--- config.mk ---
export PLATFORM = sky130hd
export DESIGN_NAME = fp_addsub_seq_ctrl
export DESIGN_NICKNAME = d
export VERILOG_FILES = /design/src/rtl/fp_addsub_pkg.sv /design/src/rtl/fp_special_case.sv /design/src/rtl/fp_addsub_seq_ctrl.sv
export SDC_FILE = /design/constraint.sdc
export NUM_CORES = 1
export LEC_CHECK = 0
export ABC_CLOCK_PERIOD_IN_PS = 6300
export CAP_MARGIN = 20
export CORE_MARGIN = 3
export CORE_UTILIZATION = 64
export CTS_BUF_LIST = sky130_fd_sc_hd__clkbuf_2
export DETAILED_ROUTE_END_ITERATION = 8
export HOLD_SLACK_MARGIN = 0.08
export PLACE_DENSITY = 0.89
export SLEW_MARGIN = 5
export SYNTH_ARGS = -nofsm -noshare
export SYNTH_HDL_FRONTEND = slang
export SYNTH_HIERARCHICAL = 1
export SYNTH_SLANG_ARGS = --single-unit
--- constraint.sdc ---
create_clock -name clk -period 6.3 [get_ports clk]
set_input_delay 1.26 -clock clk [delete_from_list [all_inputs] [get_ports clk]]
set_output_delay 1.26 -clock clk [all_outputs]
set_load 0.01 [all_outputs]
--- src/rtl/fp_addsub_pkg.sv ---
// Shared definitions for the sequential IEEE-754 add/sub controller.
//   EXP_W_DEF / MAN_W_DEF : default exponent and stored-mantissa widths (binary32)
//   EXP_MAX               : all-ones exponent for the default format
//   QNAN                  : canonical quiet NaN for the default format
//   state_t               : controller state encoding
package fp_addsub_pkg;
  localparam int EXP_W_DEF = 8;
  localparam int MAN_W_DEF = 23;

  localparam logic [EXP_W_DEF-1:0] EXP_MAX = '1;
  localparam logic [EXP_W_DEF+MAN_W_DEF:0] QNAN =
    {1'b0, EXP_MAX, 1'b1, {(MAN_W_DEF-1){1'b0}}};

  typedef enum logic [2:0] {
    IDLE  = 3'd0,
    CMP   = 3'd1,
    ALIGN = 3'd2,
    ADD   = 3'd3,
    NORM  = 3'd4,
    DONE  = 3'd5
  } state_t;
endpackage

--- src/rtl/fp_special_case.sv ---
// Combinational operand classifier.
//   a, b      : packed operands {sign, exp, man} (b already carries the op-adjusted sign)
//   a_zero/b_zero : exponent is zero (denormals are treated as zero)
//   a_inf/b_inf   : exponent all-ones, mantissa zero
//   a_nan/b_nan   : exponent all-ones, mantissa non-zero
//   spec_res      : result word when either operand has an all-ones exponent
module fp_special_case
  import fp_addsub_pkg::*;
#(
  parameter int EXP_W = EXP_W_DEF,
  parameter int MAN_W = MAN_W_DEF
) (
  input  logic [EXP_W+MAN_W:0] a,
  input  logic [EXP_W+MAN_W:0] b,
  output logic                 a_zero,
  output logic                 a_inf,
  output logic                 a_nan,
  output logic                 b_zero,
  output logic                 b_inf,
  output logic                 b_nan,
  output logic [EXP_W+MAN_W:0] spec_res
);
  localparam int W = 1 + EXP_W + MAN_W;
  localparam logic [EXP_W-1:0] EONES = '1;
  localparam logic [W-1:0] NAN_WORD = (W == $bits(QNAN)) ? W'(QNAN) :
                                      {1'b0, EONES, 1'b1, {(MAN_W-1){1'b0}}};

  logic [EXP_W-1:0] ea, eb;
  logic [MAN_W-1:0] ma, mb;

  assign ea = a[W-2 -: EXP_W];
  assign eb = b[W-2 -: EXP_W];
  assign ma = a[MAN_W-1:0];
  assign mb = b[MAN_W-1:0];

  assign a_zero = (ea == '0);
  assign b_zero = (eb == '0);
  assign a_inf  = (ea == EONES) && (ma == '0);
  assign b_inf  = (eb == EONES) && (mb == '0);
  assign a_nan  = (ea == EONES) && (ma != '0);
  assign b_nan  = (eb == EONES) && (mb != '0);

  always_comb begin
    spec_res = NAN_WORD;
    // Opposite-signed infinities cancel into NaN; otherwise the infinity wins.
    if (a_nan || b_nan || (a_inf && b_inf && (a[W-1] ^ b[W-1])))
      spec_res = NAN_WORD;
    else if (a_inf)
      spec_res = {a[W-1], EONES, {MAN_W{1'b0}}};
    else
      spec_res = {b[W-1], EONES, {MAN_W{1'b0}}};
  end
endmodule

--- src/rtl/fp_addsub_seq_ctrl.sv ---
// Multi-cycle IEEE-754 adder/subtractor sequencer (one operation in flight).
//   clk, rst          : clock, synchronous active-high reset
//   in_valid/in_ready : operand handshake; in_ready high only in IDLE
//   a, b, op          : operands {sign,exp,man}; op=1 computes a-b
//   out_valid/out_ready : result handshake; result held while out_valid=1
//   result            : packed result (truncating, denormals flushed)
//   busy              : high whenever the controller is not IDLE
module fp_addsub_seq_ctrl
  import fp_addsub_pkg::*;
#(
  parameter int EXP_W = EXP_W_DEF,
  parameter int MAN_W = MAN_W_DEF
) (
  input  logic                 clk,
  input  logic                 rst,
  input  logic                 in_valid,
  output logic                 in_ready,
  input  logic [EXP_W+MAN_W:0] a,
  input  logic [EXP_W+MAN_W:0] b,
  input  logic                 op,
  output logic                 out_valid,
  input  logic                 out_ready,
  output logic [EXP_W+MAN_W:0] result,
  output logic                 busy
);
  localparam int W = 1 + EXP_W + MAN_W;
  localparam logic [EXP_W-1:0] EONES   = '1;
  localparam logic [EXP_W-1:0] E_ONE   = EXP_W'(1);
  localparam logic [EXP_W-1:0] EMAX_M1 = EONES - E_ONE;
  localparam logic [EXP_W-1:0] BIG_D   = EXP_W'(MAN_W + 2);

  function automatic logic [W-1:0] sat_inf(input logic s);
    return {s, EONES, {MAN_W{1'b0}}};
  endfunction

  function automatic logic [W-1:0] flush_zero(input logic s);
    return {s, {(W-1){1'b0}}};
  endfunction

  state_t           state, state_nx;
  logic [W-1:0]     ra, rb, res_q;
  logic             sx, sy, big;
  logic [EXP_W-1:0] ex, d;
  logic [MAN_W:0]   mx, my;
  logic [MAN_W+1:0] sm;

  logic             a_zero, a_inf, a_nan, b_zero, b_inf, b_nan;
  logic [W-1:0]     spec_word;
  logic             special, both_zero, swap;
  logic [EXP_W-1:0] ea, eb, d_cmp;
  logic [MAN_W:0]   ha, hb;
  logic             norm_done;
  logic [W-1:0]     norm_word;

  fp_special_case #(.EXP_W(EXP_W), .MAN_W(MAN_W)) u_special (
    .a        (ra),
    .b        (rb),
    .a_zero   (a_zero),
    .a_inf    (a_inf),
    .a_nan    (a_nan),
    .b_zero   (b_zero),
    .b_inf    (b_inf),
    .b_nan    (b_nan),
    .spec_res (spec_word)
  );

  assign ea = ra[W-2 -: EXP_W];
  assign eb = rb[W-2 -: EXP_W];
  // Zero operands contribute no hidden bit, which also flushes denormals.
  assign ha = a_zero ? '0 : {1'b1, ra[MAN_W-1:0]};
  assign hb = b_zero ? '0 : {1'b1, rb[MAN_W-1:0]};

  assign special   = a_inf | a_nan | b_inf | b_nan;
  assign both_zero = a_zero & b_zero;
  assign swap      = {ea, ha} < {eb, hb};
  assign d_cmp     = swap ? (eb - ea) : (ea - eb);

  // One normalisation decision per cycle; norm_word is the final word when done.
  always_comb begin
    norm_done = 1'b1;
    norm_word = {sx, ex, sm[MAN_W-1:0]};
    if (sm[MAN_W+1]) begin
      if (ex == EMAX_M1) norm_word = sat_inf(sx);
      else               norm_done = 1'b0;
    end else if (sm == '0) begin
      norm_word = '0;
    end else if (!sm[MAN_W]) begin
      if (ex == E_ONE) norm_word = flush_zero(sx);
      else             norm_done = 1'b0;
    end
  end

  always_ff @(posedge clk) begin
    if (rst) state <= IDLE;
    else     state <= state_nx;
  end

  always_comb begin
    state_nx = state;
    case (state)
      IDLE:    if (in_valid) state_nx = CMP;
      CMP:     state_nx = (special || both_zero) ? DONE : ALIGN;
      ALIGN:   if (big || (d <= E_ONE)) state_nx = ADD;
      ADD:     state_nx = NORM;
      NORM:    if (norm_done) state_nx = DONE;
      DONE:    if (out_ready) state_nx = IDLE;
      default: state_nx = IDLE;
    endcase
  end

  always_ff @(posedge clk) begin
    if (rst) begin
      ra <= '0; rb <= '0; res_q <= '0;
      sx <= 1'b0; sy <= 1'b0; big <= 1'b0;
      ex <= '0; d <= '0; mx <= '0; my <= '0; sm <= '0;
    end else begin
      case (state)
        // Operand capture: the operation is folded into B's sign.
        IDLE: if (in_valid) begin
          ra <= a;
          rb <= {b[W-1] ^ op, b[W-2:0]};
        end
        // Classification and magnitude ordering.
        CMP: begin
          if (special)        res_q <= spec_word;
          else if (both_zero) res_q <= '0;
          else begin
            sx  <= swap ? rb[W-1] : ra[W-1];
            sy  <= swap ? ra[W-1] : rb[W-1];
            ex  <= swap ? eb : ea;
            mx  <= swap ? hb : ha;
            my  <= swap ? ha : hb;
            d   <= d_cmp;
            big <= (d_cmp > BIG_D);
          end
        end
        // Serial alignment; a distance beyond the mantissa clears Y at once.
        ALIGN: begin
          if (big) begin
            my <= '0;
            d  <= '0;
          end else if (d != '0) begin
            my <= my >> 1;
            d  <= d - E_ONE;
          end
        end
        // Magnitude add/sub; |X| >= |Y| keeps the difference non-negative.
        ADD: sm <= (sx ^ sy) ? ({1'b0, mx} - {1'b0, my}) : ({1'b0, mx} + {1'b0, my});
        // Serial normalisation.
        NORM: begin
          if (norm_done) begin
            res_q <= norm_word;
          end else if (sm[MAN_W+1]) begin
            sm <= sm >> 1;
            ex <= ex + E_ONE;
          end else begin
            sm <= sm << 1;
            ex <= ex - E_ONE;
          end
        end
        default: ;
      endcase
    end
  end

  assign in_ready  = (state == IDLE);
  assign busy      = (state != IDLE);
  assign out_valid = (state == DONE);
  assign result    = res_q;
endmodule

==> results.py, run 1 <==
metrics = {
    "run_status": {
        "outcome": "finished, final reports clean",
    },
    "worst_setup_path": {
        "required_ps": 6990,
        "cp-end-kind": "flip-flop",
        "r2r_slack_ps": 1430,
        "crit_path_start_kind": "flip-flop",
        "cp.arrival_ps": 5560,
        "worstSetupPathType": "reg2reg",
        "timing.rr.start": "ra[23]",
        "startpoint": "ra[23]",
        "crit_fanout": 34,
    },
    "sta": {
        "finalCritPeriodShare": 0.773,
        "max_slew_margin": 0.292,
        "rsz0062_at_grt": "false",
        "fin_tns_setup_ps": 0,
        "timing.final.hold_violations": 0,
        "hold-worst-slack_ps": 486,
        "finalMaxSlewViolations": 0,
        "skew_ps": 29.7,
        "min_period_ps": 4870,
        "setup_viol": 0,
        "clock.fmax_mhz": 205,
        "worst-slew-pin-transition_ps": 1050,
    },
    "cells_and_area": {
        "syn_to_final_growth_pct": 10.2,
        "final_design_area_no_fill_um2": 13700,
        "drive_gt1_frac": 0.0459,
        "nFillCells": 1618,
        "fin_nets": 1831,
    },
    "route": {
        "route.detailed.drc": 0,
        "routed_wl_um": 30700,
        "ant_nets": 0,
        "viasPerCell": 6.03,
        "drtPass1Iterations": 6,
        "num_vias": 11817,
        "drtIter0Drc": 1048,
        "wl_per_cell_um": 15.6,
    },
    "global_route": {
        "grt_usage": 0.281,
        "antenna_found_initial": 1,
        "grt_pass1_vias": 10451,
        "grt_remaining_overflow": 0,
        "grt_pass1_wl_um": 50700,
        "grt_max_degree": 93,
    },
    "floorplan": {
        "die_h_um": 145,
        "core-area_um2": 18900,
        "floorplan.rows": 50,
        "die_w_um": 145,
        "die_area_um2": 21100,
        "initial_core_util": 0.656,
        "ios": 104,
    },
    "clock_network": {
        "clock_sink_count": 191,
        "post_cts_buffers": 0,
        "cts_tree": "yes",
        "cts_max_level": 4,
        "cts_resized": 0,
        "clockRootBuffer": "clkbuf_2",
        "cts_buffers": 17,
        "ctsHoldBuffers": 0,
        "clock_latency_ps": 790,
        "clkSlewWorstSetupHoldPaths_ps": 260,
        "clock_path_buffers": 2,
    },
    "synthesis": {
        "ys_ff_latch": 191,
        "muxShareOfSynthArea": 0.0203,
        "synth_top_cell_area_share": 0.308,
        "synth_fa_ha_area_frac": 0.0765,
        "synth.avg_cell_area_um2": 7.47,
        "syn_inst": 1659,
        "synth_area_um2": 12400,
        "synth_compound_area_frac": 0.244,
        "synth_xor_area_frac": 0.0367,
        "synthTopCellsByArea": "dfxtp_1, ha_1, a21oi_1",
        "synthFlopType": "dfxtp_1",
        "ys_seq_area_frac": 0.308,
        "synth_top_family_by_area": "simple AND/OR/NAND/NOR gates",
        "yosys.cell_types.count": 72,
        "yosys.area_share.simple": 0.247,
        "synth-edff-count": 0,
        "ys.warnings.count": 6,
        "yosysTopAreaCell": "dfxtp_1",
        "synth-async-reset-ratio": 0,
    },
    "placement": {
        "place.gp.congestion": 0.941,
        "place_hpwl_um": 22700,
        "place_area_um2": 13300,
        "port_buffers": 103,
    },
    "power_and_ir_drop": {
        "p_seq_frac": 0.245,
        "p_leak_uw": 0.00500,
        "vdd_drop_max_mv": 0.361,
        "cellPowerDensity_nw_per_um2": 604,
        "p_comb_frac": 0.670,
        "p_int_uw": 4050,
        "p_sw_uw": 4200,
        "clockPowerShare": 0.085,
        "switching_share": 0.509,
    },
    "job": {
        "max_cap_violations": 0,
    },
    "min_path": {
        "hp-class": "reg2reg",
        "worstHoldStart": "mx[23]",
    },
}
==> Yosys cell counts, types with 3 or more instances <==
cell,instances
nor2b_1,30
ha_1,71
o22ai_1,7
o21ai_0,103
dfxtp_1,191
buf_4,30
o21a_1,8
nor2_1,192
and2_1,8
nor4_1,25
nor3_1,86
fa_1,3
buf_2,11
nand2_1,201
a211oi_1,67
or4_1,10
a21oi_1,151
nand2b_1,35
clkbuf_1,93
a311oi_1,6
a31oi_1,8
nor3b_1,3
o31a_1,3
o31ai_1,7
and3_1,4
inv_1,40
a21o_1,18
a221oi_1,24
xor2_1,21
a22oi_1,30
or3_1,8
xnor2_1,31
nand4_1,16
mux2i_1,24
or2_2,7
nand3_1,22
o211ai_1,17
o21bai_1,3
==> cells by family (layout without fill, tap and decap cells) <==
kind of cell    count (synthesis)  count (layout)
other cells                     2              31
flops                         191             191
buf+inv                       180             193
fa+ha+maj                      74              74
mux                            25              25
simple gates                  659             659
xor+xnor                       52              52
compound gates                476             476
==> metal layers <==
metal	up-vias	wire length, µm	track usage
met5	-	0	0
met4	0	465	0.0632
met3	42	2100	0.0472
met2	411	13700	0.438
met1	5412	14400	0.408
li1	5952	-	-
==> registers in the layout (all words and copies together), names as in the netlist <==
signal,count
sm,25
my,24
state,3
ra,32
d,8
sy,1
rb,32
ex,8
sx,1
result,32
big,1
mx,24
==> worst max-delay path, cell delays in order (launching register included) <==
cell and delay (ps):
dfxtp_1 430, or4_1 550, nor2_1 120, buf_4 290, nor2b_1 130, ha_1 350, o21ai_0 110, a21oi_1 210
o211ai_1 140, a311oi_1 570, or4_4 330, nand2_1 580, o211ai_1 460, nor4_1 120, o41a_1 400
==> cell usage in the layout, fill, tap and decap left out, types with 31 or more instances in the layout <==
master,synthesis,routed
nand2b_1,35,35
clkdlybuf4s50_1,0,102
a211oi_1,67,67
inv_1,40,40
a21oi_1,151,151
nor2_1,192,190
nor3_1,86,83
dfxtp_1,191,191
nand2_1,201,200
o21ai_0,103,103
xnor2_1,31,31
ha_1,71,71
==> per-stage QoR <==
step           cells  power (µW)  utilization  worst slack, ps
6_report        1961        8260        0.723             1430
5_1_grt         1961        8960        0.723             1100
4_1_cts         1957        8140        0.720             1470
3_5_place_dp    1926        7440        0.706             1550
3_3_place_gp    1925        7290        0.705             1720
2_1_floorplan   1687        6160            -             2250
==> power by group through the flow <==
stage               Clock (µW)  Combinational (µW)  Sequential, µW
floorplan                    0                4210            1950
global placement             0                5270            2020
detailed placement           0                5390            2050
CTS                        705                5420            2020
global route               750                6120            2090
finish                     701                5530            2030
==> layout make-up <==
| cell class | instances | area (µm²) | area share |
|---|---|---|---|
| multi-input combinational | 1316 | 7890 | 0.577 |
| clock inverter | 13 | 185 | 0.0136 |
| tap | 260 | 325 | 0.0238 |
| sequential | 191 | 3820 | 0.280 |
| inverter | 41 | 154 | 0.0113 |
| antenna | 1 | 2.50 | 0.000183 |
| timing repair buffer | 121 | 1190 | 0.0872 |
| clock buffer | 18 | 90.1 | 0.00659 |
==> path summary, 6_finish.rpt <==
check | depth (start not counted) | end
min | 2 | mx[23]
min reg2reg | 2 | mx[23]
max reg2reg | 14 | big
max | 14 | big
(Power assumes the default switching activity.)
==> inputs of run 2 (changes only) <==
--- a/config.mk
+++ b/config.mk
@@ -5,14 +5,14 @@
 export SDC_FILE = /design/constraint.sdc
 export NUM_CORES = 1
 export LEC_CHECK = 0
-export ABC_CLOCK_PERIOD_IN_PS = 6300
+export ABC_CLOCK_PERIOD_IN_PS = 4100
 export CAP_MARGIN = 20
 export CORE_MARGIN = 3
-export CORE_UTILIZATION = 64
+export CORE_UTILIZATION = 55
 export CTS_BUF_LIST = sky130_fd_sc_hd__clkbuf_2
 export DETAILED_ROUTE_END_ITERATION = 8
 export HOLD_SLACK_MARGIN = 0.08
-export PLACE_DENSITY = 0.89
+export PLACE_DENSITY = 0.81
 export SLEW_MARGIN = 5
 export SYNTH_ARGS = -nofsm -noshare
 export SYNTH_HDL_FRONTEND = slang
==> constraint.sdc (replaced) <==
create_clock -name clk -period 4.1 [get_ports clk]
set_input_delay 0.82 -clock clk [delete_from_list [all_inputs] [get_ports clk]]
set_output_delay 0.82 -clock clk [all_outputs]
set_load 0.01 [all_outputs]
==> run 2 against run 1 <==
Compared with the run above: register-to-register slack lost 1300 ps; maximum frequency grew 22%; total power grew 66%; clock skew grew 19 ps; first-iteration DRC count shrank 32%; largest power group unchanged; sequential share of layout area shrank 1.1 points.
==> results.py, run 2 (synthesis results as in run 1) <==
metrics = {
    "power_and_ir_drop": {
        "finalPower_uw": 13700,
        "p_leak_uw": 0.00529,
        "cellPowerDensity_nw_per_um2": 961,
        "vdd_drop_max_mv": 0.578,
    },
    "route": {
        "drtPass1Iterations": 7,
        "drtIter0Drc": 714,
        "ant_nets": 0,
        "num_vias": 11986,
        "wl_per_cell_um": 16.4,
        "route.detailed.drc": 0,
        "routed_wl_um": 33200,
        "viasPerCell": 5.92,
    },
    "worst_setup_path": {
        "crit_path_start_kind": "flip-flop",
        "crit_buf_inv": 5,
        "worstSetupPathType": "reg2reg",
        "crit_fanout": 23,
        "cp.depth": 16,
        "required_ps": 4790,
        "critical-path-top-delay-family": "simple AND/OR/NAND/NOR gates",
        "cp_common_cell": "buf_4",
        "cp.arrival_ps": 4670,
        "crit_path_cell_trace": "or4_4 -> nor2_4 -> buf_4 -> clkbuf_16 -> nor2b_1 -> ha_1 -> a21o_1 -> a2111oi_4 -> a211oi_2 -> nor4_4 -> buf_4 -> nor2_4 -> buf_4 -> clkbuf_16 -> a211oi_1 -> nor3_1",
        "critical_path.max_stage_delay_ps": 550,
        "slowest_stage": "or4_4",
        "cp-end-kind": "flip-flop",
        "reg2reg_depth": 16,
    },
    "clock_network": {
        "cts_buffers": 17,
        "cts_tree": "yes",
        "cts_max_level": 4,
        "clock_sink_count": 191,
        "clockRootBuffer": "clkbuf_2",
        "clock_path_buffers": 2,
        "clock_latency_ps": 820,
        "clkSlewWorstSetupHoldPaths_ps": 310,
    },
    "sta": {
        "rsz0062_at_grt": "true",
        "finalMaxSlewViolations": 0,
        "max_slew_margin": 0.283,
        "worst-slew-pin-transition_ps": 1080,
        "finalCritPeriodShare": 0.971,
        "clock.fmax_mhz": 251,
        "min_period_ps": 3980,
        "skew_ps": 48.2,
        "timing.final.hold_violations": 0,
        "setup_viol": 0,
    },
    "global_route": {
        "grt_max_degree": 118,
        "met2_usage": 0.404,
        "met1_usage": 0.368,
        "grt_usage": 0.256,
        "antenna_found_initial": 1,
        "grt_pass1_wl_um": 52400,
        "grt_remaining_overflow": 0,
        "grt_pass1_vias": 10658,
        "grt-busiest-layer": "met2",
        "grtUsageMet3": 0.0419,
    },
    "floorplan": {
        "die_w_um": 156,
        "die_h_um": 156,
        "floorplan.rows": 54,
        "die_area_um2": 24400,
        "ios": 104,
        "core-area_um2": 22000,
        "initial_core_util": 0.565,
    },
    "min_path": {
        "hp-class": "in2reg",
        "hold_path_depth": 2,
    },
    "cells_and_area": {
        "drive_gt1_frac": 0.0894,
        "final_common_cell": "nand2_1",
        "syn_to_final_growth_pct": 15.0,
        "layout_common_cells": "nand2_1, nor2_1, dfxtp_1, a21oi_1, clkdlybuf4s50_1",
        "fin_nets": 1874,
        "utilization": 0.649,
    },
    "placement": {
        "port_buffers": 103,
        "place_hpwl_um": 23400,
        "place.gp.congestion": 0.947,
    },
    "run_status": {
        "outcome": "finished, final reports clean",
    },
    "job": {
        "max_cap_violations": 0,
    },
}
-- run 2: cell count changes in the layout (fill, tap and decap cells not counted), moves of 6 or more --
cell	before	now
a211oi_1	67	61
a211oi_2	2	8
buf_12	1	8
buf_4	16	48
dfxtp_1	191	184
dfxtp_2	0	6
-- run 2: per-layer routing --
metal / wire length [µm] / share of wire
met1: 15400 / 0.47
met5: 0 / 0
met2: 15000 / 0.45
met3: 2190 / 0.066
met4: 563 / 0.017
-- run 2: path summary, 6_finish.rpt --
path	startpoint	end	slack (ps)
worst max-delay path	ra[23]	mx[13]	120
worst min-delay path	rst	ex[6]	400
worst max register to register	ra[23]	mx[13]	120
worst min register to register	rb[13]	rb[13]	490
-- run 2: worst reg2reg max path, stage by stage, from the launching register on --
cell and delay, ps:
dfxtp_2 390, or4_4 550, nor2_4 170, buf_4 150, clkbuf_16 160, nor2b_1 80, ha_1 310, a21o_1 180
a2111oi_4 370, a211oi_2 170, nor4_4 260, buf_4 190, nor2_4 50, buf_4 200, clkbuf_16 190, a211oi_1 410
nor3_1 70
-- run 2: power breakdown --
| part | switching (µW) | total [µW] | internal (µW) | leakage [µW] |
|---|---|---|---|---|
| combinational | 5590 | 9680 | 4090 | 0.00359 |
| clock | 708 | 942 | 234 | 0.000133 |
| sequential | 602 | 3090 | 2480 | 0.00156 |
-- run 2: stage by stage --
| step | setup WS, ps | instances | TNS (ps) | cell area [µm²] | hold slack [ps] |
|---|---|---|---|---|---|
| 3_3_place_gp | 143 | 1974 | 0 | 13600 | 447 |
| 5_1_grt | -38.8 | 2025 | -187 | 14300 | 389 |
| 4_1_cts | 15.0 | 2007 | 0 | 13900 | 353 |
| 3_5_place_dp | 33.8 | 1975 | 0 | 13600 | 465 |
| 2_1_floorplan | 48.5 | 1687 | 0 | 12500 | 436 |
| 6_report | 119 | 2025 | 0 | 14300 | 403 |
-- run 2: what timing repair did --
item	4_1_cts	5_1_grt
endpoints found under the setup margin	0	56
hold buffers	0	0
resized for setup	0	46
setup buffers	0	11
-- run 2: final cells by class --
cell class | count | area [µm²]
antenna | 1 | 2.50
clock inverter | 14 | 133
clock buffer | 18 | 90.1
sequential | 191 | 3830
timing repair buffer | 164 | 1670
tap | 280 | 350
inverter | 41 | 154
multi-input combinational | 1316 | 8030
fill | 1927 | 7700
